$ cat src/rtl/neuron_step_scheduler.sv
// neuron_step_scheduler
//
// Sequences one shared ADLIF neuron-update datapath across N_NEURONS virtual
// neurons per time step. Holds per-neuron membrane voltage and adaptive
// threshold, fetches each neuron's input current from the crossbar read path,
// launches the update, writes the result back and emits spike events.
//
// Optional feature macro: SCHED_REFRACTORY_EN
//   When defined, each neuron carries a refractory counter loaded with
//   REFRAC_STEPS on a spike. While it is non-zero the neuron is skipped: no
//   current fetch, no update, voltage pinned to REST_V, counter decremented.
//
// Ports
//   clk, rst          : clock, synchronous active-high reset
//   tick              : one-cycle pulse that starts a time step (IDLE only)
//   busy, step_done   : step in progress / one-cycle end-of-step pulse
//   tick_overrun      : sticky, tick seen while not IDLE (cleared by rst)
//   step_cnt          : completed-step counter, wraps
//   cur_req/cur_idx   : current request, held until cur_valid
//   cur_valid/cur_data: current response
//   upd_start         : one-cycle datapath launch
//   upd_v_in/th_in/i_in : operands, held from upd_start until upd_done
//   upd_done, upd_v_out, upd_th_out, upd_spike : datapath result
//   spk_valid/spk_ready/spk_idx/spk_step : spike event handshake
//   mon_idx, mon_v, mon_th : combinational state readback
//   o_dbg_state       : current FSM state encoding
//
// Handshakes: a transfer happens on a rising edge where both the valid side
// (cur_req, spk_valid) and the ready side (cur_valid, spk_ready) are high; the
// valid side holds its request and payload stable until that edge.
module neuron_step_scheduler #(
    parameter int                    N_NEURONS    = 16,
    parameter int                    V_W          = 16,
    parameter logic signed [V_W-1:0] REST_V       = 16'sh0000,
    parameter logic signed [V_W-1:0] TH_INIT      = 16'sh0A00,
    parameter int                    REFRAC_STEPS = 2,
    localparam int                   IW           = $clog2(N_NEURONS)
) (
    input  logic           clk,
    input  logic           rst,
    input  logic           tick,
    output logic           busy,
    output logic           step_done,
    output logic           tick_overrun,
    output logic [15:0]    step_cnt,
    output logic           cur_req,
    output logic [IW-1:0]  cur_idx,
    input  logic           cur_valid,
    input  logic [V_W-1:0] cur_data,
    output logic           upd_start,
    output logic [V_W-1:0] upd_v_in,
    output logic [V_W-1:0] upd_th_in,
    output logic [V_W-1:0] upd_i_in,
    input  logic           upd_done,
    input  logic [V_W-1:0] upd_v_out,
    input  logic [V_W-1:0] upd_th_out,
    input  logic           upd_spike,
    output logic           spk_valid,
    input  logic           spk_ready,
    output logic [IW-1:0]  spk_idx,
    output logic [15:0]    spk_step,
    input  logic [IW-1:0]  mon_idx,
    output logic [V_W-1:0] mon_v,
    output logic [V_W-1:0] mon_th,
    output logic [2:0]     o_dbg_state
);

    // Elaboration-time sanity check on the configuration.
    generate
        if (N_NEURONS < 2 || REFRAC_STEPS < 1) begin : g_bad_params
            $error("neuron_step_scheduler: need N_NEURONS >= 2 and REFRAC_STEPS >= 1");
        end
    endgenerate

    typedef enum logic [2:0] {
        S_IDLE  = 3'd0,
        S_FETCH = 3'd1,
        S_ISSUE = 3'd2,
        S_WAIT  = 3'd3,
        S_WRITE = 3'd4,
        S_EMIT  = 3'd5,
        S_NEXT  = 3'd6,
        S_DONE  = 3'd7
    } state_t;

    localparam logic [IW-1:0] LAST_IDX = IW'(N_NEURONS - 1);

    state_t           r_state;
    state_t           w_next;
    logic [IW-1:0]    r_idx;
    logic [15:0]      r_step_cnt;
    logic             r_overrun;
    logic [V_W-1:0]   r_op_v;
    logic [V_W-1:0]   r_op_th;
    logic [V_W-1:0]   r_op_i;
    // Datapath results are only valid for the single upd_done cycle, so they
    // are captured in WAIT and committed to the arrays in WRITE.
    logic [V_W-1:0]   r_res_v;
    logic [V_W-1:0]   r_res_th;
    logic             r_res_spk;
    logic [V_W-1:0]   r_v  [N_NEURONS];
    logic [V_W-1:0]   r_th [N_NEURONS];
    logic             w_skip;

`ifdef SCHED_REFRACTORY_EN
    localparam int RW = $clog2(REFRAC_STEPS + 1);
    logic [RW-1:0]    r_ref [N_NEURONS];
    assign w_skip = (r_ref[r_idx] != '0);
`else
    assign w_skip = 1'b0;
`endif

    // Next-state logic
    always_comb begin
        w_next = r_state;
        case (r_state)
            S_IDLE:  if (tick) w_next = S_FETCH;
            S_FETCH: begin
                if (w_skip)         w_next = S_NEXT;
                else if (cur_valid) w_next = S_ISSUE;
            end
            S_ISSUE: w_next = S_WAIT;
            S_WAIT:  if (upd_done) w_next = S_WRITE;
            S_WRITE: w_next = r_res_spk ? S_EMIT : S_NEXT;
            S_EMIT:  if (spk_ready) w_next = S_NEXT;
            S_NEXT:  w_next = (r_idx == LAST_IDX) ? S_DONE : S_FETCH;
            S_DONE:  w_next = S_IDLE;
            default: w_next = S_IDLE;
        endcase
    end

    always_ff @(posedge clk) begin
        if (rst) begin
            r_state    <= S_IDLE;
            r_idx      <= '0;
            r_step_cnt <= '0;
            r_overrun  <= 1'b0;
            r_op_v     <= '0;
            r_op_th    <= '0;
            r_op_i     <= '0;
            r_res_v    <= '0;
            r_res_th   <= '0;
            r_res_spk  <= 1'b0;
            for (int i = 0; i < N_NEURONS; i++) begin
                r_v[i]  <= REST_V;
                r_th[i] <= TH_INIT;
`ifdef SCHED_REFRACTORY_EN
                r_ref[i] <= '0;
`endif
            end
        end else begin
            r_state <= w_next;
            if (tick && r_state != S_IDLE) r_overrun <= 1'b1;
            case (r_state)
                S_IDLE: if (tick) r_idx <= '0;
                S_FETCH: begin
`ifdef SCHED_REFRACTORY_EN
                    if (w_skip) begin
                        r_ref[r_idx] <= r_ref[r_idx] - 1'b1;
                        r_v[r_idx]   <= REST_V;
                    end else
`endif
                    if (cur_valid) begin
                        r_op_i  <= cur_data;
                        r_op_v  <= r_v[r_idx];
                        r_op_th <= r_th[r_idx];
                    end
                end
                S_WAIT: begin
                    if (upd_done) begin
                        r_res_v   <= upd_v_out;
                        r_res_th  <= upd_th_out;
                        r_res_spk <= upd_spike;
                    end
                end
                S_WRITE: begin
                    r_th[r_idx] <= r_res_th;
                    r_v[r_idx]  <= r_res_spk ? REST_V : r_res_v;
`ifdef SCHED_REFRACTORY_EN
                    if (r_res_spk) r_ref[r_idx] <= RW'(REFRAC_STEPS);
`endif
                end
                S_NEXT: if (r_idx != LAST_IDX) r_idx <= r_idx + 1'b1;
                S_DONE: r_step_cnt <= r_step_cnt + 16'd1;
                default: ;
            endcase
        end
    end

    assign busy         = (r_state != S_IDLE);
    assign step_done    = (r_state == S_DONE);
    assign tick_overrun = r_overrun;
    assign step_cnt     = r_step_cnt;
    assign cur_req      = (r_state == S_FETCH) && !w_skip;
    assign cur_idx      = r_idx;
    assign upd_start    = (r_state == S_ISSUE);
    assign upd_v_in     = r_op_v;
    assign upd_th_in    = r_op_th;
    assign upd_i_in     = r_op_i;
    assign spk_valid    = (r_state == S_EMIT);
    assign spk_idx      = r_idx;
    assign spk_step     = r_step_cnt;
    assign mon_v        = r_v[mon_idx];
    assign mon_th       = r_th[mon_idx];
    assign o_dbg_state  = r_state;

endmodule

$ cat config.mk
export PLATFORM = sky130hd
export DESIGN_NAME = neuron_step_scheduler
export DESIGN_NICKNAME = d
export VERILOG_FILES = /design/src/rtl/neuron_step_scheduler.sv
export SDC_FILE = /design/constraint.sdc
export NUM_CORES = 1
export LEC_CHECK = 0
export BUFFER_PORTS_ARGS = -buffer_cell sky130_fd_sc_hd__buf_2
export CAP_MARGIN = 20
export CORE_MARGIN = 4
export CORE_UTILIZATION = 55
export DETAILED_ROUTE_END_ITERATION = 16
export HOLD_SLACK_MARGIN = 0.02
export PLACE_DENSITY = 0.73
export SYNTH_ARGS = -nofsm -noshare
export SYNTH_HDL_FRONTEND = slang
export SYNTH_SLANG_ARGS = --single-unit
$ cat constraint.sdc
create_clock -name clk -period 8.5 [get_ports clk]
set_clock_uncertainty 0.1 [all_clocks]
set_input_delay 0.425 -clock clk [delete_from_list [all_inputs] [get_ports clk]]
set_output_delay 0.425 -clock clk [all_outputs]
set_load 0.01 [all_outputs]
* Word level (Yosys, flattened, before mapping)
Memories as Yosys holds them, arrays and structs flattened. A register that Yosys moved wholly into a read port is not among the register bits.
Index checks and enable logic that the tools add are counted.
** Word-level totals
- Flip-flop bits (word level) :: 73
- Latch bits :: 0
- Bits in writable memories :: 512
- Bits in read-only memories :: 0
- Word-level logic and storage cells :: 58
- Memories :: 2
** Memories
- r_th :: words 16, bits a word 16, rd ports 2, clocked after memory_dff 1, wr ports 16, line 102 : logic [V_W-1:0] r_th [N_NEURONS];
- r_v :: words 16, bits a word 16, rd ports 2, clocked after memory_dff 1, wr ports 16, line 101 : logic [V_W-1:0] r_v [N_NEURONS];
** Operators by class
- $add $sub $neg :: 2
- $mul :: 0
- Divide/modulo/power cells :: 0
- Order comparisons :: 0
- Equal/unequal tests :: 14
- Shifts and indexed selects :: 0
- Multiplexer cells :: 22
- Bitwise operators :: 0
- Reductions and logical operators :: 10
** Operators with widths (count)
- $mux 16 :: 3
- $reduce_or 16->1 :: 2
- $pmux 3 s8 :: 1
- $add 16x1->16 const B :: 1
- $mux 4 :: 4
- $mux 3 :: 5
- $eq 3x3->1 const B :: 4
- $pmux 4 s2 :: 1
- $mux 1 :: 7
- $eq 3x2->1 const B :: 2
- $ne 2x2->1 const B :: 3
- $add 4x1->4 const B :: 1
- $eq 4x4->1 const B :: 1
- $ne 2x1->1 const B :: 2
- $ne 4x4->1 const B :: 1
- $reduce_and 2->1 :: 2
- $reduce_and 4->1 :: 1
- $eq 3x1->1 const B :: 1
- $logic_not 3->1 :: 1
- $reduce_and 3->1 :: 1
- $reduce_bool 3->1 :: 1
- $mux 2 :: 1
- $reduce_bool 2->1 :: 1
- $logic_and 1x1->1 :: 1

* Depth between registers and ports, before layout
- Depth after elaboration :: 6
- Mapped depth :: 11

* Worst setup path before layout
OpenSTA, ideal clock, no wires.
- Path type :: reg2reg
- Start :: reg r_idx[1] (netlist: cur_idx[1])
- End :: mem r_th[12][0] (enable)
- Library setup time :: 482 ps
- Arrival :: 2316 ps
- Required time :: 7918 ps
- Path slack :: 5602 ps
- Cell stages (with the launch flop) :: 11
- Clock period less this slack :: 2898 ps
- Cells stage by stage :: dfxtp_1 -> buf_4 -> buf_2 -> buf_2 -> inv_1 -> ha_1 -> and2_1 -> buf_4 -> buf_6 -> nand2_2 -> nand2b_1
** RTL lines
- from (decl) :: line 90 : logic [IW-1:0] r_idx;
- from (signal assigned) :: line 183 : S_NEXT: if (r_idx != LAST_IDX) r_idx <= r_idx + 1'b1;
- to (decl) :: line 102

* Worst setup path after layout
- Start :: in mon_idx[0]
- End :: out mon_th[4]
** On the way
- Longest elaborated chain between the ends :: 1
** RTL lines
- from (decl) :: line 62 : input logic [IW-1:0] mon_idx,
- $mem_v2 16x16
- to (decl) :: line 64 : output logic [V_W-1:0] mon_th,
No other way between the ends.

==> summary.md <==
| Metric | Value |
|---|---|
| Library cells used by synthesis | 54 |
| Area taken by multi-input logic gates | 12100 um^2 |
| Iteration count of the initial detailed-routing pass | 6 |
| Nature of the critical path startpoint | primary input |
| Period utilisation layout | 48.4% |
| Proportion of register bits with asynchronous set or reset after synthesis | 0% |
| Final Hold Vio Count | 0 |
| Final Net Count | 2377 |
| Proportion of synthesized chip area in sequential cells | 56.7% |
| Largest net degree at the start of global routing | 119 |
| Mean number of vias per cell | 6.88 |
| Top-area cell type share of the netlist area | 49.8% |
| Fraction of the mapped netlist area in adder cells | 0.203% |
| Highest fanout seen on the critical path | 77 |
| Cts bufs inserted | 61 |
| I/O pin count | 188 |
| Max-slew headroom | 26.1% |
| Core area | 55300 um^2 |
| Setup tns final | 0 ps |
| Cell type contributing the most total cell area after synthesis | edfxtp_1 |
| Most numerous cell in the Yosys netlist | edfxtp_1 |
| Vias in the first global route | 21300 |
| End point of the critical path | mon_th[4] |
| Critical path data arrival time | 3590 ps |
| Synthesized area | 30800 um^2 |
| Hold path startpoint | upd_done |
| Maximum clock frequency | 0.243 GHz |
| Static leakage | 12.4 nW |
| Power per cell area | 205 nW/um^2 |
| Shortest clock period the worst path allows after layout | 4120 ps |
| CTS tree | yes |
| Post-detailed-route DRC marker count | 0 |
| Diode insertion count for antenna repair | 0 |
| Share of synthesized area spent on multiplexers | 21.2% |
| Initial antenna violation count | 2 |
| Worst endpoint required time | 7980 ps |
| Critical Setup Path Class | primary input to output port |
| Primary flip-flop cell chosen by synthesis mapping | edfxtp_1 |
| Capture point of the worst reg-to-reg path | r_th[12][11] |
| Detailed-route via count | 21400 |
| Post-DP HPWL | 56100 um |
| Post-DRT Antenna Nets | 0 |
| Area enclosed by the die boundary | 59900 um^2 |
| Clock Tree Buf Depth | 3 |
| Register area | 17500 um^2 |
| Insertion delay of the later-clocked pin in the worst-skew pair | 640 ps |
| Count of buffers from port buffering | 187 |
| Share of the synthesized area in compound gates (AO/OA/AOI/OAI) | 4.21% |
| Launching instance or port of the critical path | mon_idx[0] |
| Reg-to-reg slack, setup | 4660 ps |
| Most frequent cells after synthesis | edfxtp_1, nor2_1, mux4_2 |
| Result of the run | finished clean |
| Die height | 245 um |
| Sum of routed wire length over all layers | 92600 um |
| Count of state elements after synthesis | 617 |
| Clk sinks | 617 |
| VDD IR-drop max | 0.000170 V |
| Cell types occupying the most area after synthesis | edfxtp_1, mux4_2, dfxtp_1 |
| CTS HTree Levels | 2 |
| Final Max Slew Viols | 0 |
| Width of the die | 245 um |
| Cell depth of the worst flop-to-flop path | 6 |
| Sort of element at the end of the critical path | output port |
| Avg Synthesized Cell Area | 13.9 um^2 |
| Starting Density | 55.8% |
| Least-Margin Pin Slew | 1110 ps |
| Class of the tightest hold or removal check | primary input to register |
| Setup repair after global routing missed its margin | no |
| Max Cap Violations | 0 |
| Xor-xnor portion of the synthesized cell area | 0.142% |
| Number of DRC markers in iteration 0 | 3009 |
| Post-synthesis simple-gate area fraction | 13.2% |
| Global-route wire length before repair | 138000 um |
| Row count | 86 |
| Worst R2R Start | o_dbg_state[2] |
| Area Growth Syn to Fin | 11.9% |
| Routed wire length per instance | 29.7 um |
| Fraction of layout cells with a size suffix above 1 | 27.0% |
| Number of flops mapped to enable cells by yosys | 512 |
| Main combinational cell family by area after synthesis | multiplexers |
| Clk pin slew, worst setup/hold paths | 60 ps |
| Synthesized Nets | 2290 |
| Final hold slack | 60.3 ps |
| Setup bufs post-CTS | 0 |
| Synth Instances | 2226 |
| Cell at the root of the clock tree | clkbuf_16 |
| Routability-driven placement congestion ratio | 0.887 |
| Total global routing track utilization | 30.8% |
| Fillers | 4027 |
| Total of warnings raised by yosys | 0 |
| Final count of negative-setup-slack endpoints | 0 |
| Total grt overflow | 0 |
==> critical path: stages <==
cell and delay [ps]:
clkbuf_8 690, buf_4 910, mux4_1 670, mux4_2 570, buf_2 180
==> flip-flops by register name, summed over array words and instances, names as in the netlist <==
register	cells
r_v	256
upd_v_in	16
tick_overrun	1
spk_step	16
upd_th_in	16
r_res_spk	1
r_res_v	16
r_res_th	16
cur_idx	4
o_dbg_state	3
r_th	256
upd_i_in	16
==> timing repair <==
item | CTS | global route
hold buffers | 50 | 0
resized for setup | 0 | 0
hold endpoints to repair | 50 | 0
==> through the flow <==
step	power, mW	std cells	utilization, %	setup slack (ps)	area [um^2]
floorplan	3.96	2226	-	5600	30800
global placement	4.22	2942	57.5	4400	31800
detailed placement	4.24	2943	57.5	4340	31800
CTS	7.08	3108	62.3	4330	34400
global route	7.28	3113	62.4	4150	34500
finish	7.08	3113	62.4	4380	34500
==> worst min path at each step <==
stage,endpoint,slack [ps],cells past startpoint
floorplan,r_res_v[0],340,2
global placement,upd_i_in[7],340,2
detailed placement,upd_i_in[13],350,2
CTS,o_dbg_state[1],40,3
global route,o_dbg_state[1],50,3
finish,o_dbg_state[1],60,3
==> routing by layer <==
metal  GRT usage, %  share of wire [%]
met2           47.5                 46
met4           9.30                3.3
met3           9.24                 15
met5              0              0.018
met1           42.9                 36
==> logic make-up after synthesis <==
logic type	after synthesis
and+or+nand+nor	814
DFF	617
muxes	325
buffers and inverters	263
AOI/OAI and AO/OA	197
xor gates and xnor gates	5
adders and majority gates	5
==> cell type report <==
type / count / share of cell area, %
sequential: 617 / 50.6
multi-input combinational: 1346 / 35.1
timing repair buffer: 280 / 5.37
clock buffer: 66 / 4.48
tap: 748 / 2.71
clock inverter: 49 / 1.63
inverter: 7 / 0.0761
==> cell usage in the layout, fill, tap and decap left out, types with 19 or more instances in the layout <==
master,count
edfxtp_1,512
nor2_1,318
mux4_2,237
and3_1,226
buf_2,184
nand2_1,128
dfxtp_1,102
a21oi_1,64
clkbuf_16,61
mux2i_1,50
dlygate4sd3_1,50
a211oi_1,46
buf_4,38
or3_1,33
a22oi_1,32
nand2b_1,28
mux4_1,19
mux2_2,19
==> power by group <==
| group | switching (mW) | internal (mW) | leakage, nW | total, mW |
|---|---|---|---|---|
| Combinational | 0.415 | 0.281 | 5.38 | 0.696 |
| Sequential | 0.125 | 3.40 | 6.02 | 3.52 |
| Clock | 1.19 | 1.68 | 1.03 | 2.87 |
| Total | 1.73 | 5.36 | 12.4 | 7.08 |
Power figures use the tool's default switching activity.
